`src/rtl/resize_interp_unit.sv`:
```
// rtl/resize_interp_unit.sv - two-tap linear interpolation step of a bilinear resize, one job at a time
module resize_interp_unit #(
    parameter int ADDR_SZ = 18,
    parameter int DATA_W  = 16,
    parameter int FRAC_W  = 16
) (
    input  logic               clk,
    input  logic               reset,
    input  logic               in_valid,
    output logic               in_ready,
    input  logic               in_last,
    input  logic [ADDR_SZ-1:0] src_addr1,
    input  logic [ADDR_SZ-1:0] src_addr2,
    input  logic [ADDR_SZ-1:0] des_addr,
    input  logic [FRAC_W-1:0]  fraction_part,
    input  logic               stage_flag,
    output logic               rd_en,
    output logic [ADDR_SZ-1:0] rd_addr,
    input  logic [DATA_W-1:0]  rd_data,
    output logic               wr_en,
    input  logic               wr_ready,
    output logic [ADDR_SZ-1:0] wr_addr,
    output logic [DATA_W-1:0]  wr_data,
    output logic               wr_stage,
    output logic               done
);

    localparam int PW = DATA_W + FRAC_W + 2;
    localparam logic signed [PW-1:0] HALF = $signed(PW'(1) << (FRAC_W - 1));

    typedef enum logic [2:0] {
        S_IDLE,
        S_RD1,
        S_RD2,
        S_CAP,
        S_CALC,
        S_WR
    } state_t;

    state_t state_q, state_d;

    logic [ADDR_SZ-1:0] addr1_q, addr1_d;
    logic [ADDR_SZ-1:0] addr2_q, addr2_d;
    logic [ADDR_SZ-1:0] des_q, des_d;
    logic [FRAC_W-1:0]  frac_q, frac_d;
    logic               stage_q, stage_d;
    logic               last_q, last_d;
    logic [DATA_W-1:0]  p1_q, p1_d;
    logic [DATA_W-1:0]  p2_q, p2_d;
    logic [DATA_W-1:0]  result_q, result_d;
    logic               done_q, done_d;
    logic               init_q, init_d;

    logic                same_addr;
    logic                accept;
    logic signed [DATA_W:0] diff;
    logic signed [FRAC_W:0] frac_s;
    logic signed [PW-1:0]   prod;
    logic signed [PW-1:0]   rnd;
    logic signed [PW-1:0]   q_full;
    logic signed [PW-1:0]   res_full;

    assign same_addr = (addr1_q == addr2_q);
    assign accept    = in_valid && in_ready;

    // Round-half-up via bias then arithmetic shift; |q| <= |diff| so p1+q never leaves [0, 2^DATA_W).
    always_comb begin
        diff     = $signed({1'b0, p2_q}) - $signed({1'b0, p1_q});
        frac_s   = $signed({1'b0, frac_q});
        prod     = PW'(diff) * PW'(frac_s);
        rnd      = prod + HALF;
        q_full   = rnd >>> FRAC_W;
        res_full = $signed(PW'(p1_q)) + q_full;
    end

    always_ff @(posedge clk or posedge reset) begin
        if (reset) begin
            state_q <= S_IDLE;
        end else begin
            state_q <= state_d;
        end
    end

    always_comb begin
        state_d = state_q;
        case (state_q)
            S_IDLE: if (accept) state_d = S_RD1;
            S_RD1:  state_d = same_addr ? S_CAP : S_RD2;
            S_RD2:  state_d = S_CAP;
            S_CAP:  state_d = S_CALC;
            S_CALC: state_d = S_WR;
            S_WR:   if (wr_ready) state_d = S_IDLE;
            default: state_d = S_IDLE;
        endcase
    end

    // init_q keeps in_ready low until the first clock after reset releases.
    always_comb begin
        in_ready = (state_q == S_IDLE) && init_q;
        rd_en    = (state_q == S_RD1) || (state_q == S_RD2);
        rd_addr  = '0;
        if (state_q == S_RD1) rd_addr = addr1_q;
        if (state_q == S_RD2) rd_addr = addr2_q;
        wr_en    = (state_q == S_WR);
        wr_addr  = des_q;
        wr_data  = result_q;
        wr_stage = stage_q;
        done     = done_q;
    end

    always_comb begin
        addr1_d  = addr1_q;
        addr2_d  = addr2_q;
        des_d    = des_q;
        frac_d   = frac_q;
        stage_d  = stage_q;
        last_d   = last_q;
        p1_d     = p1_q;
        p2_d     = p2_q;
        result_d = result_q;
        init_d   = 1'b1;
        done_d   = (state_q == S_WR) && wr_ready && last_q;
        case (state_q)
            S_IDLE: begin
                if (accept) begin
                    addr1_d = src_addr1;
                    addr2_d = src_addr2;
                    des_d   = des_addr;
                    frac_d  = fraction_part;
                    stage_d = stage_flag;
                    last_d  = in_last;
                end
            end
            S_RD2: p1_d = rd_data;
            S_CAP: begin
                p2_d = rd_data;
                if (same_addr) p1_d = rd_data;
            end
            S_CALC: result_d = DATA_W'(res_full);
            default: ;
        endcase
    end

    always_ff @(posedge clk or posedge reset) begin
        if (reset) begin
            addr1_q  <= '0;
            addr2_q  <= '0;
            des_q    <= '0;
            frac_q   <= '0;
            stage_q  <= 1'b0;
            last_q   <= 1'b0;
            p1_q     <= '0;
            p2_q     <= '0;
            result_q <= '0;
            done_q   <= 1'b0;
            init_q   <= 1'b0;
        end else begin
            addr1_q  <= addr1_d;
            addr2_q  <= addr2_d;
            des_q    <= des_d;
            frac_q   <= frac_d;
            stage_q  <= stage_d;
            last_q   <= last_d;
            p1_q     <= p1_d;
            p2_q     <= p2_d;
            result_q <= result_d;
            done_q   <= done_d;
            init_q   <= init_d;
        end
    end

endmodule

```
`config.mk`:
```
export PLATFORM = sky130hd
export DESIGN_NAME = resize_interp_unit
export DESIGN_NICKNAME = d
export VERILOG_FILES = /design/src/rtl/resize_interp_unit.sv
export SDC_FILE = /design/constraint.sdc
export NUM_CORES = 1
export LEC_CHECK = 0
export BUFFER_PORTS_ARGS = -buffer_cell sky130_fd_sc_hd__buf_2
export CAP_MARGIN = 20
export CORE_ASPECT_RATIO = 0.7
export CORE_MARGIN = 1
export CORE_UTILIZATION = 30
export CTS_CLUSTER_SIZE = 12
export DETAILED_ROUTE_END_ITERATION = 7
export GPL_TIMING_DRIVEN = 0
export PLACE_DENSITY = 0.49
export SLEW_MARGIN = 15
export SYNTH_ARGS = -nofsm -noshare
export SYNTH_HDL_FRONTEND = slang
export SYNTH_SLANG_ARGS = --single-unit
```
`constraint.sdc`:
```
create_clock -name clk -period 10.6 [get_ports clk]
set_clock_uncertainty 0.2 [all_clocks]
set_input_delay 0.53 -clock clk [delete_from_list [all_inputs] [get_ports clk]]
set_output_delay 0.53 -clock clk [all_outputs]
set_load 0.005 [all_outputs]
```
# Word-level counts from Yosys, hierarchy flattened
# Index checks and enable logic that the tools add are counted.
# op_classes
addsub	3
mul	1
n_eq_ne	9
mux	8
n_reduce_logical	10
# ops
op	count
$mux W18	2
$add A32 B17 Y32 const B	1
$mul A17 B17 Y32	1
$pmux W16 S2	1
$eq A18 B18 Y1	1
$pmux W3 S6	1
$sub A16 B16 Y17	1
$add A16 B16 Y16	1
$mux W16	1
$eq A3 B2 Y1 const B	2
$eq A3 B3 Y1 const B	2
$mux W3	2
$reduce_and A2 Y1	3
$logic_and A1 B1 Y1	4
$ne A2 B2 Y1 const B	2
$eq A3 B1 Y1 const B	1
$logic_not A3 Y1	1
$ne A2 B1 Y1 const B	1
$reduce_bool A2 Y1	1
$logic_or A1 B1 Y1	1
$mux W1	1
# word_totals
register_bits	125
in_bits	92
output_inout_bits	57
elab_cells	43

# Depth between registers and ports, before layout
# logic_depth
word_depth	5
ltp_mapped	47

# Worst setup path before layout
# No wires, ideal clock.
# synth_path
path_kind	register to register
startpoint	register p1_q[1]
endpoint	register result_q[15] (netlist: wr_data[15])
t_arrival_ns	9.360
required_ns	10.268
path_slack_ns	0.908
path_stages_with_launch	46
n_path_buf	1
cell_sequence	dfrtp_1 > inv_1 > ha_1 > nor2b_1 > o21ai_1 > a21boi_1 > o21ai_0 > a21oi_1 > a211oi_1 > a21oi_1 > a21o_1 > a21oi_1 > xnor2_1 > clkbuf_1 > nand2_1 > fa_1 > fa_1 > fa_1 > (+10 left out) > a31o_1 > a41o_2 > a31o_2 > o21a_1 > o21ai_1 > nand2b_1 > a21oi_1 > xnor2_1 > ha_1 > nand3_1 > nand2_1 > a41o_1 > o21ai_1 > nand2b_1 > a21oi_1 > xnor2_1 > xnor2_1 > o21ai_1
# synth_via
elab_chain_len	4
# synth_lines
element	line_no	rtl
from (decl)	48	logic [DATA_W-1:0] p1_q, p1_d;
from (signal assigned)	164	p1_q <= p1_d;
$sub A16 B16 Y17	68	diff = $signed({1'b0, p2_q}) - $signed({1'b0, p1_q});
$mul A17 B17 Y32	70	prod = PW'(diff) * PW'(frac_s);
$add A32 B17 Y32	71	rnd = prod + HALF;
$add A16 B16 Y16 *	73	res_full = $signed(PW'(p1_q)) + q_full;
to (signal assigned)	166	result_q <= result_d;
to (decl)	50	logic [DATA_W-1:0] result_q, result_d;
# Mark *: on every way between the ends. The rest lies on a longest branch, timed or not.
# A chain may end at the register's enable or synchronous reset.

# Worst setup path after layout
# layout_path
startpoint	register p2_q[0]
endpoint	register result_q[15] (netlist: wr_data[15])
# layout_via
elab_chain_len	4
# layout_lines
element	line_no	rtl
from (decl)	49	logic [DATA_W-1:0] p2_q, p2_d;
from (signal assigned)	165	p2_q <= p2_d;
$sub A16 B16 Y17	68	
$mul A17 B17 Y32	70	
$add A32 B17 Y32	71	
$add A16 B16 Y16	73	
# Every way passes these cells.

==> impl_table.tex <==
\begin{tabular}{lr}
\hline
Metric & Value \\
\hline
\multicolumn{2}{l}{\textbf{Run status}} \\
\quad Result of the run & finished with violations \\
\quad Failing checks & hold timing \\
\multicolumn{2}{l}{\textbf{Setup path}} \\
\quad CP dominant cell by count & fa\_1 \\
\quad Critical path arrival & 10.29 ns \\
\quad Maximum cell stage delay along the critical path & 0.52 ns \\
\quad Setup crit end kind & flop \\
\quad Worst Path Max Fanout & 6 \\
\quad Critical path class & reg2reg \\
\quad Cell type of the slowest stage on the worst timing path & fa\_1 \\
\quad Critical path data required time & 10.70 ns \\
\quad Setup crit start kind & flop \\
\multicolumn{2}{l}{\textbf{Timing}} \\
\quad RSZ-0062 raised after global routing & true \\
\quad Number of pins exceeding their max-slew limit in the final report & 0 \\
\quad Hold Fails Final Rpt & 3 \\
\quad Final worst path period share & 96.2\% \\
\quad Number of setup violations in the final report & 0 \\
\quad Fmax & 98.1 MHz \\
\quad Smallest hold slack & -0.00654 ns \\
\quad Max-Slew Margin vs Limit & 29.4\% \\
\quad Transition time at the pin with the least slew margin & 1.05 ns \\
\quad Min Clock Period, post-route & 10.20 ns \\
\multicolumn{2}{l}{\textbf{Cells and area}} \\
\quad Summed area of non-filler cells in the final layout & 19,300 um2 \\
\quad Share of cells above drive strength 1 & 20.7\% \\
\quad Area added between synthesis and finish & 18.5\% \\
\quad Count of non-filler cells in the finished layout & 2,589 \\
\quad Nets & 2,329 \\
\multicolumn{2}{l}{\textbf{Route}} \\
\quad Post-route antenna net violation count & 0 \\
\quad Average routed wire per standard cell & 17.6 um \\
\quad DRC violation count after routing & 0 \\
\quad Routed WL & 45.6 mm \\
\quad Vias per inst & 4.46 \\
\quad DR iter-0 viols & 591 \\
\quad Routed vias & 11,500 \\
\quad Drt first pass iters & 5 \\
\multicolumn{2}{l}{\textbf{Global route}} \\
\quad Antenna violations before repair & 2 \\
\quad Largest net degree at the start of global routing & 65 \\
\quad Number of global-route vias before repair & 12,400 \\
\quad Global-route usage over all layers & 17.4\% \\
\quad Global route total overflow & 0 \\
\quad Global-route wire length before repair & 72.9 mm \\
\multicolumn{2}{l}{\textbf{Clock tree}} \\
\quad TritonCTS sink count & 125 \\
\quad Worst-path clk slew & 0.06 ns \\
\quad Clock insertion delay at the later pin of the skew report & 0.44 ns \\
\quad CTS HTree Levels & 4 \\
\quad Root buffer selected by CTS & clkbuf\_16 \\
\quad CTS tree & done \\
\quad Maximum number of buffers from clock root to sink & 2 \\
\quad CTS buffer count & 17 \\
\multicolumn{2}{l}{\textbf{Logic synthesis}} \\
\quad Per-instance average area after synthesis & 9.89 um2 \\
\quad Post-synthesis instance total & 1,646 \\
\quad Synth top area cells & fa\_1, dfrtp\_1, ha\_1 \\
\quad Post-synth top area share & 33.0\% \\
\quad Leading area contributor after synthesis & fa\_1 \\
\quad Number of unique standard cell types used by synthesis & 55 \\
\quad Number of storage elements in the synthesis netlist & 125 \\
\quad Flip-flop cell with the highest count after synthesis & dfrtp\_1 \\
\quad Number of enable flip-flop cells after synthesis & 0 \\
\quad Netlist area before placement & 16,300 um2 \\
\quad Yosys warns & 0 \\
\quad Ranking of synthesized cells by instance count & inv\_1, fa\_1, nand2\_1 \\
\quad Async S/R FF share, synth & 100\% \\
\quad Net count of the mapped netlist & 2,130 \\
\quad Part of the Yosys area used for sequential elements & 19.2\% \\
\quad Top-count cell post-synth & inv\_1 \\
\multicolumn{2}{l}{\textbf{Hold path}} \\
\quad Hold crit path type & in2async \\
\multicolumn{2}{l}{\textbf{Floorplan}} \\
\quad Core Region & 53,700 um2 \\
\quad IO Count & 149 \\
\quad Die height & 197 um \\
\quad DIE WIDTH & 280 um \\
\quad Overall die area & 55,200 um2 \\
\quad Effective utilization at floorplan & 30.3\% \\
\quad Core Rows & 71 \\
\multicolumn{2}{l}{\textbf{Placement}} \\
\quad Dpl cells & 2,526 \\
\quad Estimated wirelength of the detail-placed design & 37.2 mm \\
\quad Area of placed instances & 18,000 um2 \\
\quad Routability cong. & 0.846 \\
\quad Number of buffers added on ports & 148 \\
\multicolumn{2}{l}{\textbf{Job}} \\
\quad Number of maximum-capacitance violations & 0 \\
\hline
\end{tabular}
[through the flow]
stage | hold WS [ns] | setup TNS (ns) | worst slack [ns] | util, %
CTS | 0.00404 | 0 | 0.00545 | 35.1
finish | -0.00654 | 0 | 0.405 | 35.9
global placement | 0.268 | -6.08 | -1.15 | 33.4
detailed placement | 0.270 | -5.80 | -1.11 | 33.5
floorplan | 0.271 | 0 | 0.908 | -
global route | 0.0266 | -0.0571 | -0.0510 | 35.9
[critical path: cells and delay by family, from the launching register on]
kind                     cells  cell delay, ns
flip-flops                   1            0.38
adder cells (fa/ha/maj)     10            3.83
buffers and inverters        7            0.57
AND/OR/NAND/NOR              7            1.00
AO/OA/AOI/OAI               19            3.44
XOR/XNOR                     4            0.64
[cell families (layout without fill, tap and decap cells)]
logic type | Yosys count | after routing | synth area share (%)
AOI/OAI and AO/OA | 141 | 141 | 5.80
xor gates and xnor gates | 73 | 73 | 3.93
adders and majority gates | 392 | 392 | 42.5
buffers and inverters | 426 | 638 | 9.84
DFF | 125 | 125 | 19.2
muxes | 92 | 92 | 6.36
other | 1 | 2 | 0.0230
and+or+nand+nor | 396 | 396 | 12.4
[worst paths after layout]
path                       cells past startpoint                     from  slack, ns                       to
setup reg to reg                              47      p2_q[0]$_DFFE_PP0N_       0.40  wr_data[15]$_DFFE_PP0P_
max in group asynchronous                      3                    reset       9.48  wr_addr[10]$_DFFE_PP0P_
setup / recovery                              47      p2_q[0]$_DFFE_PP0N_       0.40  wr_data[15]$_DFFE_PP0P_
min in group clk                               2         fraction_part[1]       0.12    frac_q[1]$_DFFE_PP0P_
hold reg to reg                                2  wr_data[15]$_DFFE_PP0P_       0.28  wr_data[15]$_DFFE_PP0P_
hold / removal                                 2                    reset     -0.007   addr2_q[9]$_DFFE_PP0P_
[layout make-up]
| type | count | area [um2] |
|---|---|---|
| Sequential cell | 125 | 3130 |
| Clock inverter | 9 | 88.8 |
| Clock buffer | 23 | 468 |
| Timing Repair Buffer | 180 | 1020 |
| Tap cell | 730 | 913 |
| Inverter | 366 | 1380 |
| Fill cell | 5553 | 34400 |
| Multi-Input combinational cell | 1095 | 12000 |
| Antenna cell | 1 | 2.50 |
| Buffer | 60 | 284 |
[cells in the final DEF (no fill, tap or decap), drive strengths merged, types with 7 or more instances in the layout]
cell / synthesis / final
a21o: 8 / 8
a21oi: 30 / 30
a22o: 18 / 18
and2: 133 / 133
buf: 4 / 187
clkbuf: 56 / 76
dfrtp: 125 / 125
fa: 268 / 268
ha: 124 / 124
inv: 366 / 366
mux2: 92 / 92
nand2: 156 / 156
nand2b: 15 / 15
nand3: 7 / 7
nor2: 29 / 29
nor2b: 28 / 28
nor3: 7 / 7
o21a: 7 / 7
o21ai: 47 / 47
xnor2: 53 / 53
xor2: 20 / 20
[metal layers]
metal	wire length [um]	track usage [%]	share of wire (%)	vias to the layer above
li1	-	-	-	5402
met1	23500	26.5	51	5894
met2	19600	25.4	43	221
met3	2120	3.15	4.7	29
met4	459	3.34	1.0	0
met5	0	0	0	-
[what timing repair did]
item | 4_1_cts | 5_1_grt
resized for setup | 50 | 58
cloned | 0 | 0
setup endpoints to repair | 11 | 8
hold buffers | 0 | 0
setup buffers | 10 | 19
pin swaps | 10 | 42
[state kept, by name, indices dropped and copies added, names as in the netlist]
register  flops
addr1_q      18
addr2_q      18
wr_addr      18
frac_q       16
p1_q         16
p2_q         16
wr_data      16
state_q       3
done          1
init_q        1
last_q        1
wr_stage      1
Power is not shown: default switching activity piles up to over one toggle a cycle in this logic, so the estimate is an artifact.
